`config.mk`:
```
export PLATFORM = sky130hd
export DESIGN_NAME = buffer_controller
export DESIGN_NICKNAME = d
export VERILOG_FILES = /design/src/rtl/buffer_controller.sv
export SDC_FILE = /design/constraint.sdc
export NUM_CORES = 1
export LEC_CHECK = 0
export BUFFER_PORTS_ARGS = -buffer_cell sky130_fd_sc_hd__buf_2
export CELL_PAD_IN_SITES_DETAIL_PLACEMENT = 0
export CELL_PAD_IN_SITES_GLOBAL_PLACEMENT = 2
export CORE_MARGIN = 4
export CORE_UTILIZATION = 27
export CTS_CLUSTER_DIAMETER = 120
export DETAILED_ROUTE_END_ITERATION = 10
export PLACE_DENSITY = 0.91
export REMOVE_ABC_BUFFERS = 1
export SLEW_MARGIN = 20
export SYNTH_ARGS = -nofsm -noshare
export SYNTH_HDL_FRONTEND = slang
export SYNTH_SLANG_ARGS = --single-unit
```
`constraint.sdc`:
```
create_clock -name clk -period 4.5 [get_ports clk]
set_input_delay 0.45 -clock clk [delete_from_list [all_inputs] [get_ports clk]]
set_output_delay 0.45 -clock clk [all_outputs]
set_load 0.02 [all_outputs]
```
`src/rtl/buffer_controller.sv`:
```
`default_nettype none
// ============================================================================
// Module   : buffer_controller
// Brief    : Pointer/occupancy/mode sequencer for the 64-byte endpoint buffer
//            shared by the AHB-lite slave side and the USB RX/TX packet side.
// Revision : 1.0 - initial release
// ============================================================================
module buffer_controller #(
  parameter int DEPTH = 64,
  parameter int AW    = 6
) (
  input  logic          clk,
  input  logic          n_rst,
  input  logic          d_mode,
  input  logic          clear,
  input  logic          store_tx_data,
  input  logic [7:0]    tx_data,
  input  logic          get_rx_data,
  input  logic          store_rx_packet_data,
  input  logic [7:0]    rx_packet_data,
  input  logic          get_tx_packet_data,
  input  logic [7:0]    ram_rdata,
  output logic          ram_wen,
  output logic [AW-1:0] ram_waddr,
  output logic [7:0]    ram_wdata,
  output logic [AW-1:0] ram_raddr,
  output logic [7:0]    rx_data,
  output logic [7:0]    tx_packet_data,
  output logic [AW:0]   buffer_occupancy,
  output logic          empty,
  output logic          full,
  output logic          mode,
  output logic          busy,
  output logic [2:0]    buf_err
);

  localparam logic [AW:0] FULL_CNT = DEPTH[AW:0];

  typedef enum logic [1:0] {
    ST_RX    = 2'd0,
    ST_TX    = 2'd1,
    ST_FLUSH = 2'd2
  } state_t;

  state_t        state;
  state_t        next_state;
  logic [AW-1:0] wptr;
  logic [AW-1:0] rptr;
  logic [AW:0]   occupancy;
  logic [2:0]    err;

  logic          wr_stb;
  logic [7:0]    wr_byte;
  logic          rd_stb;
  logic          wrong_side;
  logic          wr_ok;
  logic          wr_ovf;
  logic          rd_ok;
  logic          rd_unf;

  // Strobe steering, acceptance decisions, RAM/data outputs and next state
  always_comb begin
    wr_stb         = 1'b0;
    wr_byte        = 8'h00;
    rd_stb         = 1'b0;
    wrong_side     = 1'b0;
    next_state     = state;
    rx_data        = 8'h00;
    tx_packet_data = 8'h00;

    // A clear cycle and the flush cycle both ignore every strobe silently.
    if (!clear && state == ST_RX) begin
      wr_stb     = store_rx_packet_data;
      wr_byte    = rx_packet_data;
      rd_stb     = get_rx_data;
      wrong_side = store_tx_data | get_tx_packet_data;
    end else if (!clear && state == ST_TX) begin
      wr_stb     = store_tx_data;
      wr_byte    = tx_data;
      rd_stb     = get_tx_packet_data;
      wrong_side = store_rx_packet_data | get_rx_data;
    end

    // Full/empty judged on the occupancy before this cycle: a read in the
    // same cycle does not make room for a write.
    wr_ok  = wr_stb && (occupancy != FULL_CNT);
    wr_ovf = wr_stb && (occupancy == FULL_CNT);
    rd_ok  = rd_stb && (occupancy != '0);
    rd_unf = rd_stb && (occupancy == '0);

    if (rd_ok && state == ST_RX) rx_data        = ram_rdata;
    if (rd_ok && state == ST_TX) tx_packet_data = ram_rdata;

    case (state)
      ST_RX:    if (d_mode && occupancy == '0)  next_state = ST_TX;
      ST_TX:    if (!d_mode && occupancy == '0) next_state = ST_RX;
      ST_FLUSH: next_state = d_mode ? ST_TX : ST_RX;
      default:  next_state = ST_RX;
    endcase
    if (clear) next_state = ST_FLUSH;
  end

  assign ram_wen          = wr_ok;
  assign ram_waddr        = wptr;
  assign ram_wdata        = wr_byte;
  assign ram_raddr        = rptr;
  assign buffer_occupancy = occupancy;
  assign empty            = (occupancy == '0);
  assign full             = (occupancy == FULL_CNT);
  assign mode             = (state == ST_TX);
  assign busy             = (state == ST_FLUSH);
  assign buf_err          = err;

  // State, pointers, occupancy and sticky error flags
  always_ff @(posedge clk or negedge n_rst) begin
    if (!n_rst) begin
      state     <= ST_RX;
      wptr      <= '0;
      rptr      <= '0;
      occupancy <= '0;
      err       <= 3'b000;
    end else begin
      state <= next_state;
      if (state == ST_FLUSH) begin
        wptr      <= '0;
        rptr      <= '0;
        occupancy <= '0;
        err       <= 3'b000;
      end else begin
        if (wr_ok) wptr <= wptr + 1'b1;
        if (rd_ok) rptr <= rptr + 1'b1;
        case ({wr_ok, rd_ok})
          2'b10:   occupancy <= occupancy + 1'b1;
          2'b01:   occupancy <= occupancy - 1'b1;
          default: occupancy <= occupancy;
        endcase
        err <= err | {wrong_side, rd_unf, wr_ovf};
      end
    end
  end

endmodule
`default_nettype wire

```
==> impl_metrics.yaml, run 1 <==
clocking:
  clockBufferDepth: 2
  cts_setup_buffers: 0
  cts_hold_buf: 0
  clock_latency_ns: 0.26
  numCtsBuffers: 3
  ctsHtreeMaxLevel: 1
  cts_root_buffer: "clkbuf_8"
  cts_sinks: 24
  ctsResizeCount: 0
  cts_tree: "done"
  clkSlewWorstSetupHoldPaths_ns: 0.08
sta:
  finalSetupTns_ns: 0
  maxSlewHeadroom_pct: 50.6
  period_needed_ns: 3.62
  worst_pin_slew_ns: 0.741
  setup_viol: 0
  hold_violations: 0
  fin_crit_sh_pct: 80.3
  fin_worst_skew_ns: 0.00137
  slew_viol_final: 0
  timing.hold.ws_ns: 0.168
  rsz0062_at_grt: "no"
  max_freq_ghz: 0.277
worst_setup_path:
  cp.required_ns: 4.64
  end_kind: "register"
  crit_type: "reg -> reg"
  r2r_cells: 10
  start_kind: "register"
  crit_arrival_ns: 3.76
  crit_fanout: 18
route:
  dr.pass1.iters: 4
  wirelength_um: 4470
  avgRoutedWirePerCell_um: 13.4
  drc_errors: 0
  viasPerCell: 4.69
  dr_total_vias: 1565
  drt_iter0_drc: 63
  ant_nets: 0
global_routing:
  grt_max_degree: 25
  grt_pass1_vias: 1527
  overflow: 0
  grt.total_usage_pct: 12.0
  grt_pass1_wl_um: 7360
  antenna_found_initial: 0
logic_synthesis:
  ys_types: 41
  syn_avg_cell_area_sq_um: 9.07
  async_flop_share_pct: 100
  synth_edf_count: 0
  synth-xor-area-share_pct: 7.26
  synth_compound_area_share_pct: 11.2
  syn_area_sq_mm: 0.00169
  synth_warnings: 0
  yosys.area_share.simple_pct: 27.2
  synthAdderAreaFrac_pct: 2.97
  synth_mux_area_share_pct: 11.0
  synth_top_family_by_area: "simple AND/OR/NAND/NOR gates"
  ys_seq_elements: 24
  syn_inst: 186
  ys.flop_type: "dfrtp_1"
  ys_seq_area_share_pct: 35.6
floorplanning:
  initial_core_util_pct: 28.2
  die_w_um: 87.1
  io_pins: 83
  chipHeight_um: 87.1
  core_sq_mm: 0.00599
  fp-row-count: 28
  dieArea_sq_mm: 0.00758
layout:
  n_antenna_cell: 0
  layout-drive-gt1-share_pct: 37.1
  finalNetCount: 297
  syn_to_final_growth_pct: 28.5
  fin_util_pct: 36.2
placed_design:
  hpwl_um: 3510
  port_buffers: 82
  place.gp.congestion: 0.788
run_status:
  status: "finished clean"
power_and_ir_drop:
  vdd_drop_max_uv: 127
  p_per_area_mw_per_mm2: 309
  p_leak_nw: 1.17
hold_path:
  hold_path_class: "in -> async"
flow_run:
  maxCapViolCount: 0
cells in the final DEF (no fill, tap or decap), drive strengths merged:
cell,count
or3,4
dfrtp,24
o22a,1
or4,1
o21a,2
nor2,32
nor3,7
a211oi,3
nand3,3
clkbuf,3
buf,83
mux2i,16
or2,2
a2111oi,1
and2,8
nor3b,2
and3,10
or2b,1
o21ai,5
o31a,1
mux4,1
xnor2,7
inv,2
a21oi,10
nand2,12
ha,4
nand4,4
o32ai,1
nor4,1
and2b,1
xor2,7
cell type report:
cell class                 instances  area, sq um
inverter                           2         7.51
multi-input combinational        147         1010
sequential                        24          601
tap                               75         93.8
timing repair buffer              83          418
clock buffer                       3         41.3
fill                             629         3820
cells by family (layout without fill, tap and decap cells):
kind of cell	Yosys count	count (layout)
XOR/XNOR	14	14
buffers and inverters	15	88
AO/OA/AOI/OAI	24	24
AND/OR/NAND/NOR	88	88
flip-flops	24	24
multiplexers	17	17
adder cells (fa/ha/maj)	4	4
state kept, by name, indices dropped and copies added, names as in the netlist:
name / flops
buffer_occupancy: 7
ram_raddr: 6
ram_waddr: 6
buf_err: 3
state: 2
critical path, cell delays in order, from the launching register on:
cell and delay [ns]:
dfrtp_1 0.83, mux2i_1 0.31, or2_0 0.37, or3_1 0.56, xnor2_1 0.19, ha_1 0.25
or4_1 0.44, o21a_1 0.20, nor3_2 0.10, o21ai_1 0.10, mux2i_1 0.15
power breakdown:
group	total [mW]	switching (mW)	internal [mW]	leakage [nW]
clock network	0.126	0.0658	0.0599	0.0216
logic	0.277	0.165	0.112	0.818
registers	0.267	0.0345	0.232	0.328
stage by stage:
step                      total power [mW]  setup slack (ns)  cells  area (sq um)
after global placement               0.550             0.915    331          2130
after detailed placement             0.551             0.864    331          2130
after CTS                            0.680             0.851    334          2170
after global routing                 0.718             0.577    334          2170
after floorplan                      0.460              1.18    173          1620
final                                0.669             0.885    334          2170
final timing paths:
| path | start | end | slack [ns] |
|---|---|---|---|
| max in group asynchronous | n_rst | state[1]$_DFFE_PN0P_ | 3.97 |
| max | state[0]$_DFFE_PN0P_ | buffer_occupancy[6]$_DFFE_PN0P_ | 0.88 |
| max reg2reg | state[0]$_DFFE_PN0P_ | buffer_occupancy[6]$_DFFE_PN0P_ | 0.88 |
| min | n_rst | ram_raddr[5]$_DFFE_PN0P_ | 0.17 |
| min in group clk | clear | state[1]$_DFFE_PN0P_ | 0.34 |
| min reg2reg | buf_err[0]$_DFF_PN0_ | buf_err[0]$_DFF_PN0_ | 0.52 |
metal layers:
metal  GRT usage [%]  part of all wire [%]
met1            16.3                    46
met2            19.0                    45
met3            2.55                   8.1
met4            3.82                   1.2
met5               0                     0
Yosys cell counts (2+ instances only):
cell type	n	area (sq um)
clkbuf_1	5	18.8
a211oi_1	3	22.5
dfrtp_1	24	601
o21ai_1	2	10.0
nand2_1	12	45.0
nor2_1	32	120
nor3_2	3	30.0
buf_6	2	22.5
a21oi_1	9	45.0
or3_1	3	18.8
mux2i_1	15	150
nand3_1	3	15.0
o21ai_0	3	15.0
xor2_1	7	61.3
inv_1	2	7.51
or2_0	2	12.5
and3_1	10	62.6
o21a_1	2	15.0
buf_2	3	15.0
nand4_1	4	25.0
xnor2_1	7	61.3
nor3_1	4	20.0
ha_1	4	50.1
and2_1	8	50.1
(Power assumes the default switching activity.)
==> run 2, diff against run 1 <==
CORE_UTILIZATION = 25   (was 27)
PLACE_DENSITY = 0.85   (was 0.91)
clock period = 3.6 ns   (was 4.5 ns; I/O delays follow)
==> impl_metrics.yaml, run 2 (synthesis gave the netlist of run 1 again) <==
clocking:
  cts_setup_buffers: 0
  clockBufferDepth: 2
  cts_sinks: 24
  cts_tree: "done"
  numCtsBuffers: 3
  clkSlewWorstSetupHoldPaths_ns: 0.10
  ctsResizeCount: 0
  cts_hold_buf: 0
  clock_latency_ns: 0.27
  cts_root_buffer: "clkbuf_8"
  ctsHtreeMaxLevel: 1
sta:
  max_freq_ghz: 0.330
  finalSetupTns_ns: 0
  fin_worst_skew_ns: 0.00806
  slew_viol_final: 0
  maxSlewHeadroom_pct: 55.0
  hold_violations: 0
  timing.hold.ws_ns: 0.0662
  fin_crit_sh_pct: 84.2
  timing.final.ws_setup_ns: 0.569
  setup_viol: 0
  worst_pin_slew_ns: 0.673
  period_needed_ns: 3.03
  rsz0062_at_grt: "no"
layout:
  final_common_cell: "buf_2"
  multi_input_area_sq_mm: 0.00101
  design_area_sq_mm: 0.00222
  largest_register_ffs: 7
  regArea_sq_um: 601
  finalNetCount: 300
  n_antenna_cell: 0
  layout.cells.most_common_list: "buf_2 (82), nor2_1 (32), dfrtp_1 (24)"
  fillers: 685
  syn_to_final_growth_pct: 31.7
  layout-drive-gt1-share_pct: 38.0
route:
  drc_errors: 0
  drt_iter0_drc: 77
  wirelength_um: 4550
  ant_nets: 0
  dr.pass1.iters: 4
  avgRoutedWirePerCell_um: 13.4
  viasPerCell: 4.65
  dr_total_vias: 1582
power_and_ir_drop:
  p_per_area_mw_per_mm2: 421
  p_leak_nw: 1.20
  vdd_drop_max_uv: 198
global_routing:
  antenna_found_initial: 0
  overflow: 0
  grt_pass1_vias: 1521
  grt_max_degree: 25
  grt_pass1_wl_um: 7570
  grt.total_usage_pct: 10.9
floorplanning:
  dieArea_sq_mm: 0.00813
  die_w_um: 90.2
  io_pins: 83
  initial_core_util_pct: 26.1
  chipHeight_um: 90.2
  fp-row-count: 29
  core_sq_mm: 0.00646
worst_setup_path:
  r2r_slack_ns: 0.57
  cp.required_ns: 3.76
  crit_fanout: 9
  crit_type: "reg -> reg"
  end_kind: "register"
  crit_arrival_ns: 3.19
  start_kind: "register"
placed_design:
  hpwl_um: 3550
  dp_slack_ns: 0.579
  dpl_cell_area_sq_mm: 0.00215
  port_buffers: 82
  place.gp.congestion: 0.765
hold_path:
  hold_path_class: "in -> async"
flow_run:
  maxCapViolCount: 0
run_status:
  status: "finished clean"
-- run 2: cell count changes in the layout (fill, tap and decap cells not counted) --
cell       change
buf_4          +3
bufinv_16      +1
-- run 2: worst max-delay path, cell delays in order, from the launching register on --
cell,delay [ns]
dfrtp_1,0.53
mux2i_1,0.22
or2_0,0.35
or3_1,0.43
xnor2_1,0.14
ha_1,0.26
or4_1,0.44
o21a_1,0.19
nor3_2,0.10
o21ai_1,0.10
mux2i_1,0.15
-- run 2: report_power, final --
group          leakage, nW  switching, mW  internal, mW
registers            0.328         0.0378         0.291
clock network       0.0357         0.0943         0.149
logic                0.832          0.212         0.152
-- run 2: worst paths after layout --
path,endpoint,cells after the start,from
setup / recovery,buffer_occupancy[6]$_DFFE_PN0P_,10,state[0]$_DFFE_PN0P_
hold / removal,buf_err[1]$_DFF_PN0_,1,n_rst
setup reg to reg,buffer_occupancy[6]$_DFFE_PN0P_,10,state[0]$_DFFE_PN0P_
hold reg to reg,buf_err[2]$_DFF_PN0_,2,buf_err[2]$_DFF_PN0_
max in group asynchronous,buffer_occupancy[2]$_DFFE_PN0P_,1,n_rst
min in group clk,state[1]$_DFFE_PN0P_,1,clear
-- run 2: layer usage --
| layer | share of wire (%) | track usage, % |
|---|---|---|
| met5 | 0 | 0 |
| met3 | 8.1 | 2.84 |
| met2 | 47 | 17.8 |
| met4 | 1.0 | 1.91 |
| met1 | 43 | 14.7 |
-- run 2: layout make-up --
type / instances / share of cell area, %
timing repair buffer: 86 / 19.8
sequential: 24 / 27.0
clock inverter: 1 / 1.35
clock buffer: 3 / 1.86
tap: 77 / 4.33
multi-input combinational: 147 / 45.3
inverter: 2 / 0.338
-- run 2: per-stage QoR --
stage | utilization (%) | instances | power, mW
final | 34.4 | 340 | 0.936
after global routing | 34.4 | 340 | 0.996
after CTS | 34.4 | 340 | 0.950
after detailed placement | 33.3 | 336 | 0.704
after global placement | 33.3 | 336 | 0.703
after floorplan | - | 173 | 0.575
==> run 3, diff against run 2 <==
ABC_AREA = 1   (was default)
CORE_UTILIZATION = 24   (was 25)
PLACE_DENSITY = 0.88   (was 0.85)
clock period = 3.1 ns   (was 3.6 ns; I/O delays follow)
==> impl_metrics.yaml, run 3 <==
sta:
  fin_crit_sh_pct: 74.1
  worst_pin_slew_ns: 0.560
  slew_viol_final: 0
  setup_viol: 0
  fin_worst_skew_ns: 0.00600
  period_needed_ns: 2.30
  finalSetupTns_ns: 0
  maxSlewHeadroom_pct: 62.6
  max_freq_ghz: 0.435
  rsz0062_at_grt: "no"
  hold_violations: 0
layout:
  finalNetCount: 357
  syn_to_final_growth_pct: 35.9
  fillers: 769
  largest_register_ffs: 7
  final_common_cell: "buf_2"
  layout.cells.most_common_list: "buf_2 (82), nand2_1 (46), inv_1 (36)"
  design_area_sq_mm: 0.00229
  layout-drive-gt1-share_pct: 35.3
  n_antenna_cell: 0
  stdcell_count: 416
hold_path:
  hold_path_class: "in -> async"
route:
  avgRoutedWirePerCell_um: 11.6
  wirelength_um: 4850
  dr_total_vias: 1755
  drt_iter0_drc: 65
  viasPerCell: 4.22
  ant_nets: 0
  drc_errors: 0
  dr.pass1.iters: 4
worst_setup_path:
  crit_arrival_ns: 1.99
  crit_path_frequent_cell: "nor2_1"
  crit_type: "reg -> out"
  end_kind: "primary output"
  crit_start: "state[1]$_DFFE_PN0P_"
  critPathBufInv: 1
  reg2reg_from: "state[1]$_DFFE_PN0P_"
  r2r_slack_ns: 0.84
  slowest_delay_ns: 0.44
  crit_family: "simple AND/OR/NAND/NOR gates"
  crit_fanout: 8
  start_kind: "register"
  crit_chain: "nor2_1, nand3_2, a21oi_4, nand2_1, nor2_1, buf_2"
  cp.required_ns: 2.79
  critPathSlowestCell: "dfrtp_1"
global_routing:
  antenna_found_initial: 0
  grt_pass1_wl_um: 7890
  grt_max_degree: 25
  grt.total_usage_pct: 11.4
  busiest_layer: "met2"
  met2_usage_pct: 17.9
  use_met1_pct: 15.6
  grt_pass1_vias: 1618
  met3_usage_pct: 3.20
  overflow: 0
logic_synthesis:
  synth_edf_count: 0
  yosys.area.top_type: "dfrtp_1"
  ys_seq_area_share_pct: 35.6
  synth_top_area_share_pct: 35.6
  syn_avg_cell_area_sq_um: 7.22
  syn_inst: 234
  synth_warnings: 0
  ys.flop_type: "dfrtp_1"
  synth_common_cells: "nand2_1 (46), inv_1 (36), nor2_1 (35), dfrtp_1 (24), nand3_1 (16)"
  syn_area_sq_mm: 0.00169
  ys_seq_elements: 24
  synth_area_leaders: "dfrtp_1 (36%), nand2_1 (10%), inv_1 (8.0%), nor2_1 (7.8%), nand3_1 (4.7%)"
  ys_types: 29
  async_flop_share_pct: 100
  yosysMostFrequentCell: "nand2_1"
power_and_ir_drop:
  power_mw: 1.40
  p_leak_nw: 1.36
  p_per_area_mw_per_mm2: 612
  vdd_drop_max_uv: 294
floorplanning:
  die_w_um: 91.9
  chipHeight_um: 91.9
  initial_core_util_pct: 24.7
  io_pins: 83
  dieArea_sq_mm: 0.00844
  fp-row-count: 30
  core_sq_mm: 0.00683
clocking:
  cts_sinks: 24
  numCtsBuffers: 3
  clock_latency_ns: 0.27
  clockBufferDepth: 2
  cts_hold_buf: 0
  cts_tree: "done"
  clkSlewWorstSetupHoldPaths_ns: 0.09
  cts_root_buffer: "clkbuf_8"
  cts_setup_buffers: 0
  ctsHtreeMaxLevel: 1
  ctsResizeCount: 0
placed_design:
  place.gp.congestion: 0.755
  dpl_cell_area_sq_mm: 0.00222
  dpl.cell_count: 412
  hpwl_um: 3880
  port_buffers: 82
run_status:
  status: "finished clean"
flow_run:
  maxCapViolCount: 0
-- run 3: cell types whose count changed after synthesis, moves of 6 or more --
| cell | previous run | this run |
|---|---|---|
| a22o_1 | 0 | 8 |
| and2_1 | 8 | 0 |
| and3_1 | 10 | 2 |
| inv_1 | 2 | 36 |
| mux2i_1 | 15 | 0 |
| nand2_1 | 12 | 46 |
| nand3_1 | 3 | 16 |
| nand3_2 | 0 | 6 |
| o21ai_0 | 3 | 9 |
| xnor2_1 | 7 | 0 |
-- run 3: final timing paths --
kind	end	cells past startpoint
max	rx_data[6]	6
min in group clk	state[1]$_DFFE_PN0P_	1
min reg2reg	ram_waddr[5]$_DFFE_PN0P_	1
min	ram_raddr[4]$_DFFE_PN0P_	1
max in group asynchronous	buffer_occupancy[2]$_DFFE_PN0P_	1
max reg2reg	buffer_occupancy[4]$_DFFE_PN0P_	13
-- run 3: logic make-up (layout without fill, tap and decap cells) --
kind of cell / Yosys count / count (layout) / share of synthesized area [%]
AOI/OAI and AO/OA: 34 / 34 / 13.6
and+or+nand+nor: 128 / 128 / 37.6
adders and majority gates: 4 / 4 / 2.96
DFF: 24 / 24 / 35.6
xor gates and xnor gates: 2 / 2 / 1.04
buffers and inverters: 42 / 128 / 9.33
-- run 3: metrics by stage --
step / util (%) / worst slack, ns / hold slack (ns)
floorplan: - / 1.00 / 0.0144
global placement: 32.5 / 0.828 / 0.341
detailed placement: 32.5 / 0.846 / 0.345
CTS: 33.6 / 0.769 / 0.0357
global route: 33.6 / 0.643 / 0.0479
finish: 33.6 / 0.803 / 0.0134
-- run 3: where the power goes --
group | internal (mW) | switching [mW] | total (mW)
Combinational | 0.220 | 0.463 | 0.683
Clock | 0.173 | 0.110 | 0.283
Sequential | 0.368 | 0.0700 | 0.438
Total | 0.761 | 0.643 | 1.40
-- run 3: cell type report --
class | instances | area [sq um] | share of cell area (%)
clock buffers | 3 | 41.3 | 1.80
clock inverters | 1 | 30.0 | 1.31
inverters | 41 | 154 | 6.71
multi-input cells | 168 | 931 | 40.6
flip-flops and latches | 24 | 601 | 26.2
well taps | 96 | 120 | 5.23
repair buffers | 83 | 418 | 18.2
-- run 3: worst register-to-register path, stage by stage (launching register included) --
cell,delay [ns]
dfrtp_1,0.44
nor2_1,0.23
nand3_2,0.14
a21oi_4,0.31
nand3_1,0.22
nand2_1,0.11
inv_1,0.04
ha_1,0.17
inv_1,0.05
nand2_1,0.11
nand2_1,0.12
nand3_1,0.08
nand3_2,0.08
o21ai_2,0.05
-- run 3: per-layer routing --
metal	routed length (um)	up-vias
met2	2090	69
li1	-	926
met1	2260	756
met3	461	4
met4	31	0
met5	0	-
